<file path="src/rtl/fp_wb_scoreboard_if.sv">
// Write-back / issue bundle between FP units, decode and the FP scoreboard.
// FPSB_WB_BYPASS_EN adds the forwarding signals.
interface fp_wb_scoreboard_if #(
  parameter int NUM_REQ = 3,
  parameter int DATA_W  = 32,
  parameter int REG_AW  = 5
);
  logic                      issue_valid;
  logic [REG_AW-1:0]         issue_rd;
  logic [REG_AW-1:0]         issue_rs1;
  logic [REG_AW-1:0]         issue_rs2;
  logic                      issue_stall;
  logic [NUM_REQ-1:0]        req_valid;
  logic [NUM_REQ*REG_AW-1:0] req_rd;
  logic [NUM_REQ*DATA_W-1:0] req_data;
  logic [NUM_REQ-1:0]        req_ready;
  logic                      rf_writenable;
  logic [REG_AW-1:0]         rf_writesel;
  logic [DATA_W-1:0]         rf_din;
  logic [2**REG_AW-1:0]      busy_vec;
  logic                      sb_err;
`ifdef FPSB_WB_BYPASS_EN
  logic                      fwd_rs1_hit;
  logic                      fwd_rs2_hit;
  logic [DATA_W-1:0]         fwd_data;

  modport master (
    output issue_valid, issue_rd, issue_rs1, issue_rs2,
    output req_valid, req_rd, req_data,
    input  issue_stall, req_ready,
    input  rf_writenable, rf_writesel, rf_din,
    input  busy_vec, sb_err,
    input  fwd_rs1_hit, fwd_rs2_hit, fwd_data
  );

  modport slave (
    input  issue_valid, issue_rd, issue_rs1, issue_rs2,
    input  req_valid, req_rd, req_data,
    output issue_stall, req_ready,
    output rf_writenable, rf_writesel, rf_din,
    output busy_vec, sb_err,
    output fwd_rs1_hit, fwd_rs2_hit, fwd_data
  );
`else
  modport master (
    output issue_valid, issue_rd, issue_rs1, issue_rs2,
    output req_valid, req_rd, req_data,
    input  issue_stall, req_ready,
    input  rf_writenable, rf_writesel, rf_din,
    input  busy_vec, sb_err
  );

  modport slave (
    input  issue_valid, issue_rd, issue_rs1, issue_rs2,
    input  req_valid, req_rd, req_data,
    output issue_stall, req_ready,
    output rf_writenable, rf_writesel, rf_din,
    output busy_vec, sb_err
  );
`endif
endinterface

</file>
<file path="src/rtl/fp_wb_scoreboard.sv">
// FP write-back round-robin arbiter plus per-register busy scoreboard.
// Optional write-back bypass: define FPSB_WB_BYPASS_EN.
module fp_wb_scoreboard #(
  parameter int NUM_REQ = 3,
  parameter int DATA_W  = 32,
  parameter int REG_AW  = 5
) (
  input  logic              clk,
  input  logic              rst_n,
  fp_wb_scoreboard_if.slave bus
);
  localparam int PW   = (NUM_REQ > 1) ? $clog2(NUM_REQ) : 1;
  localparam int NREG = 2**REG_AW;

  logic [PW-1:0]     ptr_q, ptr_d;
  logic              we_q;
  logic [REG_AW-1:0] sel_q;
  logic [DATA_W-1:0] din_q;
  logic [NREG-1:0]   busy_q, busy_d;
  logic              err_q, err_d;

  logic [REG_AW-1:0] rd_a  [NUM_REQ];
  logic [DATA_W-1:0] dat_a [NUM_REQ];

  for (genvar g = 0; g < NUM_REQ; g++) begin : g_unpack
    assign rd_a[g]  = bus.req_rd[g*REG_AW +: REG_AW];
    assign dat_a[g] = bus.req_data[g*DATA_W +: DATA_W];
  end

  logic [NUM_REQ-1:0] gnt;
  logic [PW-1:0]      gnt_idx;
  logic               xfer;
  logic [REG_AW-1:0]  xfer_rd;
  logic [DATA_W-1:0]  xfer_dat;

  // Search upward from ptr+1 with wrap; first valid wins.
  always_comb begin
    logic [PW-1:0] idx;
    idx     = '0;
    gnt     = '0;
    gnt_idx = ptr_q;
    xfer    = 1'b0;
    for (int k = 1; k <= NUM_REQ; k++) begin
      idx = PW'((int'(ptr_q) + k) % NUM_REQ);
      if (!xfer && bus.req_valid[idx]) begin
        xfer         = 1'b1;
        gnt[idx]     = 1'b1;
        gnt_idx      = idx;
      end
    end
  end

  assign xfer_rd  = rd_a[gnt_idx];
  assign xfer_dat = dat_a[gnt_idx];
  assign ptr_d    = xfer ? gnt_idx : ptr_q;

  logic hit_rs1, hit_rs2, hit_rd;
  logic stall;

`ifdef FPSB_WB_BYPASS_EN
  assign hit_rs1         = xfer && (bus.issue_rs1 == xfer_rd);
  assign hit_rs2         = xfer && (bus.issue_rs2 == xfer_rd);
  assign hit_rd          = xfer && (bus.issue_rd == xfer_rd);
  assign bus.fwd_rs1_hit = hit_rs1;
  assign bus.fwd_rs2_hit = hit_rs2;
  assign bus.fwd_data    = xfer_dat;
`else
  assign hit_rs1 = 1'b0;
  assign hit_rs2 = 1'b0;
  assign hit_rd  = 1'b0;
`endif

  assign stall = bus.issue_valid &&
                 ((busy_q[bus.issue_rs1] && !hit_rs1) ||
                  (busy_q[bus.issue_rs2] && !hit_rs2) ||
                  (busy_q[bus.issue_rd]  && !hit_rd));

  // Clear first so a same-edge issue to the same rd keeps it busy.
  always_comb begin
    busy_d = busy_q;
    err_d  = err_q;
    if (xfer) begin
      if (!busy_q[xfer_rd]) err_d = 1'b1;
      busy_d[xfer_rd] = 1'b0;
    end
    if (bus.issue_valid && !stall) busy_d[bus.issue_rd] = 1'b1;
  end

  always_ff @(posedge clk or negedge rst_n) begin
    if (!rst_n) begin
      ptr_q  <= PW'(NUM_REQ - 1);
      we_q   <= 1'b0;
      sel_q  <= '0;
      din_q  <= '0;
      busy_q <= '0;
      err_q  <= 1'b0;
    end else begin
      ptr_q  <= ptr_d;
      we_q   <= xfer;
      busy_q <= busy_d;
      err_q  <= err_d;
      if (xfer) begin
        sel_q <= xfer_rd;
        din_q <= xfer_dat;
      end
    end
  end

  assign bus.issue_stall   = stall;
  assign bus.req_ready     = gnt;
  assign bus.rf_writenable = we_q;
  assign bus.rf_writesel   = sel_q;
  assign bus.rf_din        = din_q;
  assign bus.busy_vec      = busy_q;
  assign bus.sb_err        = err_q;
endmodule

</file>
<file path="src/flat_wrapper.sv">
// flat-port wrapper written by rule: the top's interface ports become plain ports
module fp_wb_scoreboard_flat 
#(
  parameter int NUM_REQ = 3,
  parameter int DATA_W  = 32,
  parameter int REG_AW  = 5
)
  (clk, rst_n, bus_issue_valid, bus_issue_rd, bus_issue_rs1, bus_issue_rs2, bus_req_valid, bus_req_rd, bus_req_data, bus_issue_stall, bus_req_ready, bus_rf_writenable, bus_rf_writesel, bus_rf_din, bus_busy_vec, bus_sb_err);
  fp_wb_scoreboard_if #(.NUM_REQ(NUM_REQ), .DATA_W(DATA_W), .REG_AW(REG_AW)) bus_i ();
  input  logic clk;
  input  logic rst_n;
  input wire logic [$bits(bus_i.issue_valid)-1:0] bus_issue_valid;
  input wire logic [$bits(bus_i.issue_rd)-1:0] bus_issue_rd;
  input wire logic [$bits(bus_i.issue_rs1)-1:0] bus_issue_rs1;
  input wire logic [$bits(bus_i.issue_rs2)-1:0] bus_issue_rs2;
  input wire logic [$bits(bus_i.req_valid)-1:0] bus_req_valid;
  input wire logic [$bits(bus_i.req_rd)-1:0] bus_req_rd;
  input wire logic [$bits(bus_i.req_data)-1:0] bus_req_data;
  output wire logic [$bits(bus_i.issue_stall)-1:0] bus_issue_stall;
  output wire logic [$bits(bus_i.req_ready)-1:0] bus_req_ready;
  output wire logic [$bits(bus_i.rf_writenable)-1:0] bus_rf_writenable;
  output wire logic [$bits(bus_i.rf_writesel)-1:0] bus_rf_writesel;
  output wire logic [$bits(bus_i.rf_din)-1:0] bus_rf_din;
  output wire logic [$bits(bus_i.busy_vec)-1:0] bus_busy_vec;
  output wire logic [$bits(bus_i.sb_err)-1:0] bus_sb_err;
  assign bus_i.issue_valid = bus_issue_valid;
  assign bus_i.issue_rd = bus_issue_rd;
  assign bus_i.issue_rs1 = bus_issue_rs1;
  assign bus_i.issue_rs2 = bus_issue_rs2;
  assign bus_i.req_valid = bus_req_valid;
  assign bus_i.req_rd = bus_req_rd;
  assign bus_i.req_data = bus_req_data;
  assign bus_issue_stall = bus_i.issue_stall;
  assign bus_req_ready = bus_i.req_ready;
  assign bus_rf_writenable = bus_i.rf_writenable;
  assign bus_rf_writesel = bus_i.rf_writesel;
  assign bus_rf_din = bus_i.rf_din;
  assign bus_busy_vec = bus_i.busy_vec;
  assign bus_sb_err = bus_i.sb_err;
  fp_wb_scoreboard #(.NUM_REQ(NUM_REQ), .DATA_W(DATA_W), .REG_AW(REG_AW)) u_core (.clk(clk), .rst_n(rst_n), .bus(bus_i));
endmodule
</file>
<file path="config.mk">
export PLATFORM = sky130hd
export DESIGN_NAME = fp_wb_scoreboard_flat
export DESIGN_NICKNAME = d
export VERILOG_FILES = /design/src/rtl/fp_wb_scoreboard_if.sv /design/src/rtl/fp_wb_scoreboard.sv /design/src/flat_wrapper.sv
export SDC_FILE = /design/constraint.sdc
export NUM_CORES = 1
export LEC_CHECK = 0
export CAP_MARGIN = 5
export CORE_MARGIN = 2
export CORE_UTILIZATION = 40
export CTS_CLUSTER_SIZE = 8
export DETAILED_ROUTE_END_ITERATION = 8
export GPL_ROUTABILITY_DRIVEN = 1
export PLACE_DENSITY_LB_ADDON = 0.08
export SLEW_MARGIN = 20
export SYNTH_ARGS = -nofsm -noshare
export SYNTH_HDL_FRONTEND = slang
export SYNTH_SLANG_ARGS = --single-unit
</file>
<file path="constraint.sdc">
create_clock -name clk -period 7.2 [get_ports clk]
set_input_delay 1.44 -clock clk [delete_from_list [all_inputs] [get_ports clk]]
set_output_delay 1.44 -clock clk [all_outputs]
set_load 0.01 [all_outputs]
</file>
* Word-level counts from Yosys, hierarchy flattened
Cells that the tools add are included.
** Word-level totals
- Input bits :: 132
- Bits in registers :: 73
- Logic and storage cells :: 88
- Output and inout bits :: 75
** Cells by class
- Div/mod/pow operators :: 3
- Reduce and logical (&&, ||, !) cells :: 15
- Magnitude comparators :: 13
- $add $sub $neg :: 3
- Multiplexer cells :: 41
- Bitwise operators :: 7
** Operator list (number)
- $mux 32 :: 4
- $mod 32x3->32 const B :: 3
- $bmux 32 s2 :: 1
- $and 32x32->32 :: 1
- $not 32->32 :: 1
- $or 32x32->32 :: 1
- $lt 5x6->1 const B :: 4
- $bmux 1 s5 :: 4
- $mux 1 :: 15
- $bmux 5 s2 :: 1
- $demux 1 s5 :: 2
- $ge 5x1->1 const B :: 2
- $mux 5 :: 2
- $logic_and 1x1->1 :: 9
- $lt 2x3->1 const B :: 3
- $mux 3 :: 3
- $add 2x2->3 const B :: 2
- $bmux 1 s2 :: 3
- $demux 1 s2 :: 3
- $ge 2x1->1 const B :: 3
- $mux 2 :: 3
- $or 3x3->3 :: 2
- $add 2x1->3 const B :: 1
- $ge 3x3->1 const B :: 1
- other kinds (5) :: 8

* Depth between registers and ports, before layout
Gate-level depths: netlist of run 1.
- Depth in word-level cells :: 24
- Mapped depth :: 15
- Mapped depth without buffers :: 13

* Worst setup path before layout of run 1
No wires, ideal clock.
- Path type :: input-to-output
- Start point :: input port bus_issue_rs2[0]
- End point :: output port bus_issue_stall
- Arrival :: 3284 ps
- Path buffers :: 1
- Stages on the path :: 6
- Required time :: 5760 ps
- Path slack :: 2476 ps
- Cell sequence :: clkbuf_1 mux4_2 mux4_2 mux2i_1 nand3_1 and2_1
** Between the ends
- Cells in the longest elaborated chain, start to end :: 5
** RTL lines
- from (decl) :: RTL line flat_wrapper.sv:15 : input wire logic [$bits(bus_i.issue_rs2)-1:0] bus_issue_rs2;
- $bmux 1 s5 :: RTL line fp_wb_scoreboard.sv:75 : (busy_q[bus.issue_rs2] && !hit_rs2) ||
- $mux 1 (implied by the code) :: RTL line fp_wb_scoreboard.sv:75
- $logic_or 1x1->1 :: RTL line fp_wb_scoreboard.sv:74 : ((busy_q[bus.issue_rs1] && !hit_rs1) ||
- $logic_or 1x1->1 :: RTL line fp_wb_scoreboard.sv:75
- $logic_and 1x1->1 :: RTL line fp_wb_scoreboard.sv:73 : assign stall = bus.issue_valid &&
- to (decl) :: RTL line flat_wrapper.sv:19 : output wire logic [$bits(bus_i.issue_stall)-1:0] bus_issue_stall;
Every way passes these cells. The select of a mux whose other input is x is not followed.

* Worst setup path in the final report of run 1
Same ends and word-level chain as after synthesis.

==> results of run 1 <==
-- sequential cells by signal (all words and copies together), names as in the netlist --
signal / flops
u_core.bus.busy_vec: 32
u_core.bus.rf_din: 32
u_core.bus.rf_writesel: 5
u_core.ptr_q: 2
u_core.bus.rf_writenable: 1
u_core.bus.sb_err: 1
-- critical path, stage by stage --
cell and delay, ps:
clkdlybuf4s50_1 780, mux4_2 580, mux4_2 460, mux2i_1 180, nand3_1 130, and2_1 190
clkdlybuf4s50_1 470
-- Yosys cell counts, types with 2 or more instances --
cell / count
o21a_1: 3
buf_4: 2
nand2b_1: 8
dfrtp_1: 72
o21ai_2: 2
and2_1: 3
mux4_2: 28
buf_1: 5
a221o_1: 2
mux2_2: 9
nor2_1: 80
buf_2: 2
nand3_1: 9
or3b_2: 2
a22o_1: 3
o21ai_0: 72
a221oi_1: 2
nor2b_1: 4
nand3b_1: 6
a22oi_1: 2
o22ai_1: 3
mux2i_1: 50
or3_1: 7
ha_1: 4
clkbuf_1: 22
nand4_1: 3
mux2_4: 2
a21bo_2: 2
inv_1: 9
nand2_1: 17
a311o_1: 2
a2bb2oi_2: 2
a21oi_1: 73
-- report_power, final --
group	internal, W	total, W	switching [W]
sequential	0.000624	0.000865	0.000240
combinational	0.00133	0.00291	0.00158
clock	0.000279	0.000458	0.000179
-- per-stage QoR --
stage	std cells	setup WS, ps	util, %	instance area, um2
5_1_grt	894	1380	62.0	7510
4_1_cts	894	1540	62.0	7510
6_report	894	1530	62.0	7510
3_3_place_gp	878	1630	59.5	7200
2_1_floorplan	532	2480	-	5020
3_5_place_dp	878	1550	59.5	7200
-- cells by family (layout without fill, tap and decap cells) --
family | count (synthesis) | in the layout | share of synthesized area (%)
buf+inv | 41 | 235 | 3.41
compound gates | 179 | 179 | 20.5
simple gates | 145 | 145 | 13.3
fa+ha+maj | 4 | 4 | 0.997
mux | 90 | 90 | 25.4
flops | 73 | 73 | 36.4
-- final timing paths --
kind                                        endpoint  cells after the start  slack, ps
max                                  bus_issue_stall                      7       1530
min                        u_core.bus.rf_writesel[1]                      2        510
max reg2reg                        u_core.bus.sb_err                     13       2960
min reg2reg                u_core.bus.rf_writesel[1]                      2        510
max in group asynchronous      u_core.bus.rf_din[26]                      1       5320
min in group asynchronous   u_core.bus.rf_writenable                      1       1240
-- layer usage --
layer  routed length, um  GRT usage (%)
met1                6480           32.4
met2                8600           43.9
met3                1960           8.94
met4                 437           9.52
met5                   0              0
-- layout make-up --
class                      instances  area (um2)  area share [%]
tap                              168         210            2.80
inverter                           9        33.8           0.450
timing repair buffer             210        2090            27.8
multi-input combinational        418        3040            40.5
sequential                        73        1830            24.3
clock buffer                      10         239            3.18
clock inverter                     6        66.3           0.883
==> metrics.md, run 1 <==
| Metric | Value |
|---|---|
| Final GP Congestion | 1.04 |
| CTS H-tree depth | 3 |
| Starting DRT DRC Count | 416 |
| Num rows | 40 |
| Fill cells | 1,074 |
| Hold Startpoint | u_core.bus.rf_writesel[1] |
| Nets | 857 |
| Clk Tree Root Cell | clkbuf_16 |
| Final Setup Violations | 0 |
| Crit-path max FO | 8 |
| Post-synthesis sequential area ratio | 36.4% |
| Clock tree buffer depth | 2 |
| Area Overhead vs Synth | 49.6% |
| First-pass GRT wire length | 27,200 um |
| Antenna violations before repair | 0 |
| Worst min path class | flop to flop |
| Area of the core | 12,100 um2 |
| Synthesized area | 5020 um2 |
| Vias in the first global route | 5,175 |
| CP Class | input pin to output pin |
| Max_cap viols | 0 |
| Drt wl/cell | 19.6 um |
| Most common library cell in the layout ignoring fill and taps | clkdlybuf4s50_1 |
| Post-CTS Resized | 0 |
| Final min period | 5670 ps |
| RSZ-0062 raised after global routing | false |
| CTS Hold Bufs | 0 |
| Post-DRT Antenna Nets | 0 |
| Die width | 116 um |
| Skew final | 4.98 ps |
| DR vias | 5,113 |
| Yosys cell types | 53 |
| Mapped Cells | 532 |
| N_diodes | 0 |
| Max Slew Vio Count | 0 |
| Clk sink count | 73 |
| FMAX | 0.176 GHz |
| Post-Syn Nets | 668 |
| Port-buffer cells | 206 |
| Synth warn | 0 |
| Critical Path AT | 4230 ps |
| Max-slew headroom | 36.5% |
| Final worst path period share | 78.8% |
| EDFF count, synth | 0 |
| Largest net degree at the start of global routing | 76 |
| Post-synth top area share | 35.9% |
| Seq cells post-synth | 73 |
| DRC errors left | 0 |
| Congestion Overflow GR | 0 |
| WL final | 17,500 um |
| I/O pin count | 207 |
| Startpoint types | input pin |
| Nature of the critical path endpoint | output pin |
| Commonest non-fill, non-tap cells in the layout | clkdlybuf4s50_1 (205), nor2_1 (80), a21oi_1 (73) |
| Status | finished clean |
| Power, Total | 0.00423 W |
| Setup TNS | 0 ps |
| Die height | 116 um |
| Drt pass-1 iters | 6 |
| Post-synth top area cell | dfrtp_1 |
| Pwr/cell area | 564 nW/um2 |
| Via-to-Cell Ratio | 5.72 |
| TritonCTS Buffers | 9 |
| Worst-skew pair later-pin latency | 330 ps |
| Start point of the critical path | bus_issue_rs2[0] |
| Hold WS | 509 ps |
| Fin. Hold Viols | 0 |
| Initial core utilization | 41.4% |
| Dpl hpwl | 12,800 um |
| Top post-synthesis cells by area | dfrtp_1 (36%), mux4_2 (13%), mux2i_1 (10%), a21oi_1 (7.3%), o21ai_0 (7.2%) |
| Synth Flop Type | dfrtp_1 |
| Asr flop ratio synth | 100% |
| Die area | 13,500 um2 |
| Reg2reg start | u_core.ptr_q[0] |
| Leakage | 3.05 nW |
| CTS tree | yes |
| Share of layout cells above drive strength 1 | 10.3% |
| All-Layer GR Usage | 26.5% |
| Mean post-synth cell area | 9.44 um2 |
| Data required, critical path | 5760 ps |
| Worst-Margin Slew | 952 ps |
| CTS clk-pin slew, worst paths | 60 ps |
| Max IR drop VDD | 0.000338 V |
| # Post-CTS Setup Buffers | 0 |
Note: power is estimated with default switching activity, not from simulation.
==> inputs of run 2 (changes only) <==
clock period = 4.9 ns   (was 7.2 ns; I/O delays follow)
==> run 2 against run 1 <==
Net effect:
- first-iteration DRC count is 0.96% higher
- flip-flop and latch count stayed put
- sequential share of layout area is 0.073 points lower
- highest routed layer unchanged
- design area is 0.30% higher
- sequential power is 48% higher
- critical endpoint unchanged
- setup slack worse by 1300 ps
==> metrics.md, run 2 (synthesis gave the netlist of run 1 again) <==
| Metric | Value |
|---|---|
| Drt pass-1 iters | 5 (-1) |
| Dpl hpwl | 13,000 um (+1.4%) |
| Worst-Margin Slew | 951 ps (-1.64 ps) |
| Most common library cell in the layout ignoring fill and taps | clkdlybuf4s50_1 |
| Switching pwr | 0.00293 W (+47%) |
| Setup TNS | 0 ps (unchanged) |
| Crit-path max FO | 9 (+1) |
| Nets | 861 (+0.47%) |
| # Post-CTS Setup Buffers | 0 (unchanged) |
| Vias in the first global route | 5,037 (-2.7%) |
| Congestion Overflow GR | 0 (unchanged) |
| Max-slew headroom | 36.6% (+0.11 points) |
| CTS H-tree depth | 3 (unchanged) |
| Area after DPL | 7230 um2 (+0.42%) |
| Hold WS | 507 ps (-2.53 ps) |
| Pint | 0.00329 W (+47%) |
| CP Class | input pin to output pin |
| Max_cap viols | 0 (unchanged) |
| Final GP Congestion | 1.02 (-1.5%) |
| Die width | 116 um (unchanged) |
| Sequential power share | 20.5% (about the same) |
| Leakage | 3.06 nW (+0.26%) |
| CTS clk-pin slew, worst paths | 60 ps (about the same) |
| Core Util, Final | 62.2% (+0.19 points) |
| CTS tree | yes |
| Starting DRT DRC Count | 420 (+0.96%) |
| Area Overhead vs Synth | 50.0% |
| Initial core utilization | 41.4% (unchanged) |
| Final min period | 4650 ps |
| Worst min path class | flop to flop |
| DR vias | 5,139 (+0.51%) |
| Die area | 13,500 um2 (unchanged) |
| Nature of the critical path endpoint | output pin |
| Largest net degree at the start of global routing | 74 (-2.6%) |
| Die height | 116 um (unchanged) |
| I/O pin count | 207 (unchanged) |
| All-Layer GR Usage | 26.6% (+0.11 points) |
| Clk pwr share | 10.6% (-0.2 points) |
| Fin. Hold Viols | 0 (unchanged) |
| Data required, critical path | 3920 ps (-1840 ps) |
| Max Slew Vio Count | 0 (unchanged) |
| Post-CTS Resized | 0 (unchanged) |
| First-pass GRT wire length | 27,000 um (-0.68%) |
| Via-to-Cell Ratio | 5.72 (about the same) |
| Final Setup Violations | 0 (unchanged) |
| Drt wl/cell | 19.6 um (+0.44%) |
| Area of the core | 12,100 um2 (unchanged) |
| Clk sink count | 73 (unchanged) |
| DRC errors left | 0 (unchanged) |
| Commonest non-fill, non-tap cells in the layout | clkdlybuf4s50_1 (205), nor2_1 (80), a21oi_1 (73) |
| Worst-skew pair later-pin latency | 330 ps (about the same) |
| Power, Total | 0.00623 W (+47%) |
| Combinational share of power | 68.9% (about the same) |
| WL final | 17,600 um (+0.89%) |
| Critical Path AT | 3670 ps (-560 ps) |
| Sw frac | 47.1% (-0.11 points) |
| RSZ-0062 raised after global routing | false |
| TritonCTS Buffers | 9 (unchanged) |
| Share of layout cells above drive strength 1 | 10.7% (+0.35 points) |
| Startpoint types | input pin |
| Antenna violations before repair | 0 (unchanged) |
| Final worst path period share | 94.8% |
| N_diodes | 0 (unchanged) |
| CTS Hold Bufs | 0 (unchanged) |
| Clock tree buffer depth | 2 (unchanged) |
| Post-DRT Antenna Nets | 0 (unchanged) |
| Pwr/cell area | 827 nW/um2 (+47%) |
| Status | finished clean |
| Port-buffer cells | 206 (unchanged) |
| Final instance area | 7530 um2 (+0.30%) |
| Clk Tree Root Cell | clkbuf_16 |
| Skew final | 4.41 ps (-0.568 ps) |
| Num rows | 40 (unchanged) |
| FMAX | 0.215 GHz |
| Max IR drop VDD | 0.000622 V (+84%) |
run 2: critical path, cell delays in order:
cell	delay (ps)
clkdlybuf4s50_1	820
mux4_2	570
inv_1	60
o22ai_1	70
nor4_1	380
nand3_1	150
and2_1	170
clkdlybuf4s50_1	470
run 2: path summary, 6_finish.rpt:
| kind | depth (start not counted) | endpoint | from | slack, ps |
|---|---|---|---|---|
| max | 8 | bus_issue_stall | bus_issue_rd[0] | 250 |
| min | 1 | u_core.bus.rf_writesel[4] | u_core.bus.rf_writesel[4] | 510 |
| max reg2reg | 12 | u_core.bus.busy_vec[26] | u_core.ptr_q[0] | 1050 |
| min reg2reg | 1 | u_core.bus.rf_writesel[4] | u_core.bus.rf_writesel[4] | 510 |
| max in group asynchronous | 1 | u_core.bus.busy_vec[21] | rst_n | 3490 |
| min in group asynchronous | 1 | u_core.bus.rf_din[30] | rst_n | 790 |
run 2: final cells by class:
| cell class | instances | area [um2] |
|---|---|---|
| Fill cell | 1029 | 4580 |
| Clock inverter | 5 | 55.1 |
| Tap cell | 168 | 210 |
| Multi-Input combinational cell | 418 | 3040 |
| Timing Repair Buffer | 214 | 2120 |
| Inverter | 9 | 33.8 |
| Clock buffer | 11 | 243 |
| Sequential cell | 73 | 1830 |
run 2: metrics by stage:
| step | instances | worst slack [ps] |
|---|---|---|
| 4_1_cts | 898 | 246 |
| 2_1_floorplan | 532 | 1100 |
| 3_3_place_gp | 882 | 318 |
| 3_5_place_dp | 882 | 249 |
| 5_1_grt | 898 | 52.4 |
| 6_report | 898 | 254 |
run 2: metal layers:
metal | routed length [um] | share of wire (%) | up-vias | track usage [%]
li1 | - | - | 2361 | -
met1 | 6450 | 37 | 2408 | 31.6
met2 | 8590 | 49 | 317 | 44.6
met3 | 1960 | 11 | 53 | 8.16
met4 | 634 | 3.6 | 0 | 12.1
met5 | 0 | 0 | - | 0
run 2: power groups by stage:
stage	registers [W]	logic [W]	clock network [W]
after floorplan	0.00124	0.00280	0
after global placement	0.00125	0.00421	0
after detailed placement	0.00126	0.00428	0
after CTS	0.00126	0.00430	0.000673
after global routing	0.00130	0.00470	0.000702
final	0.00128	0.00429	0.000662
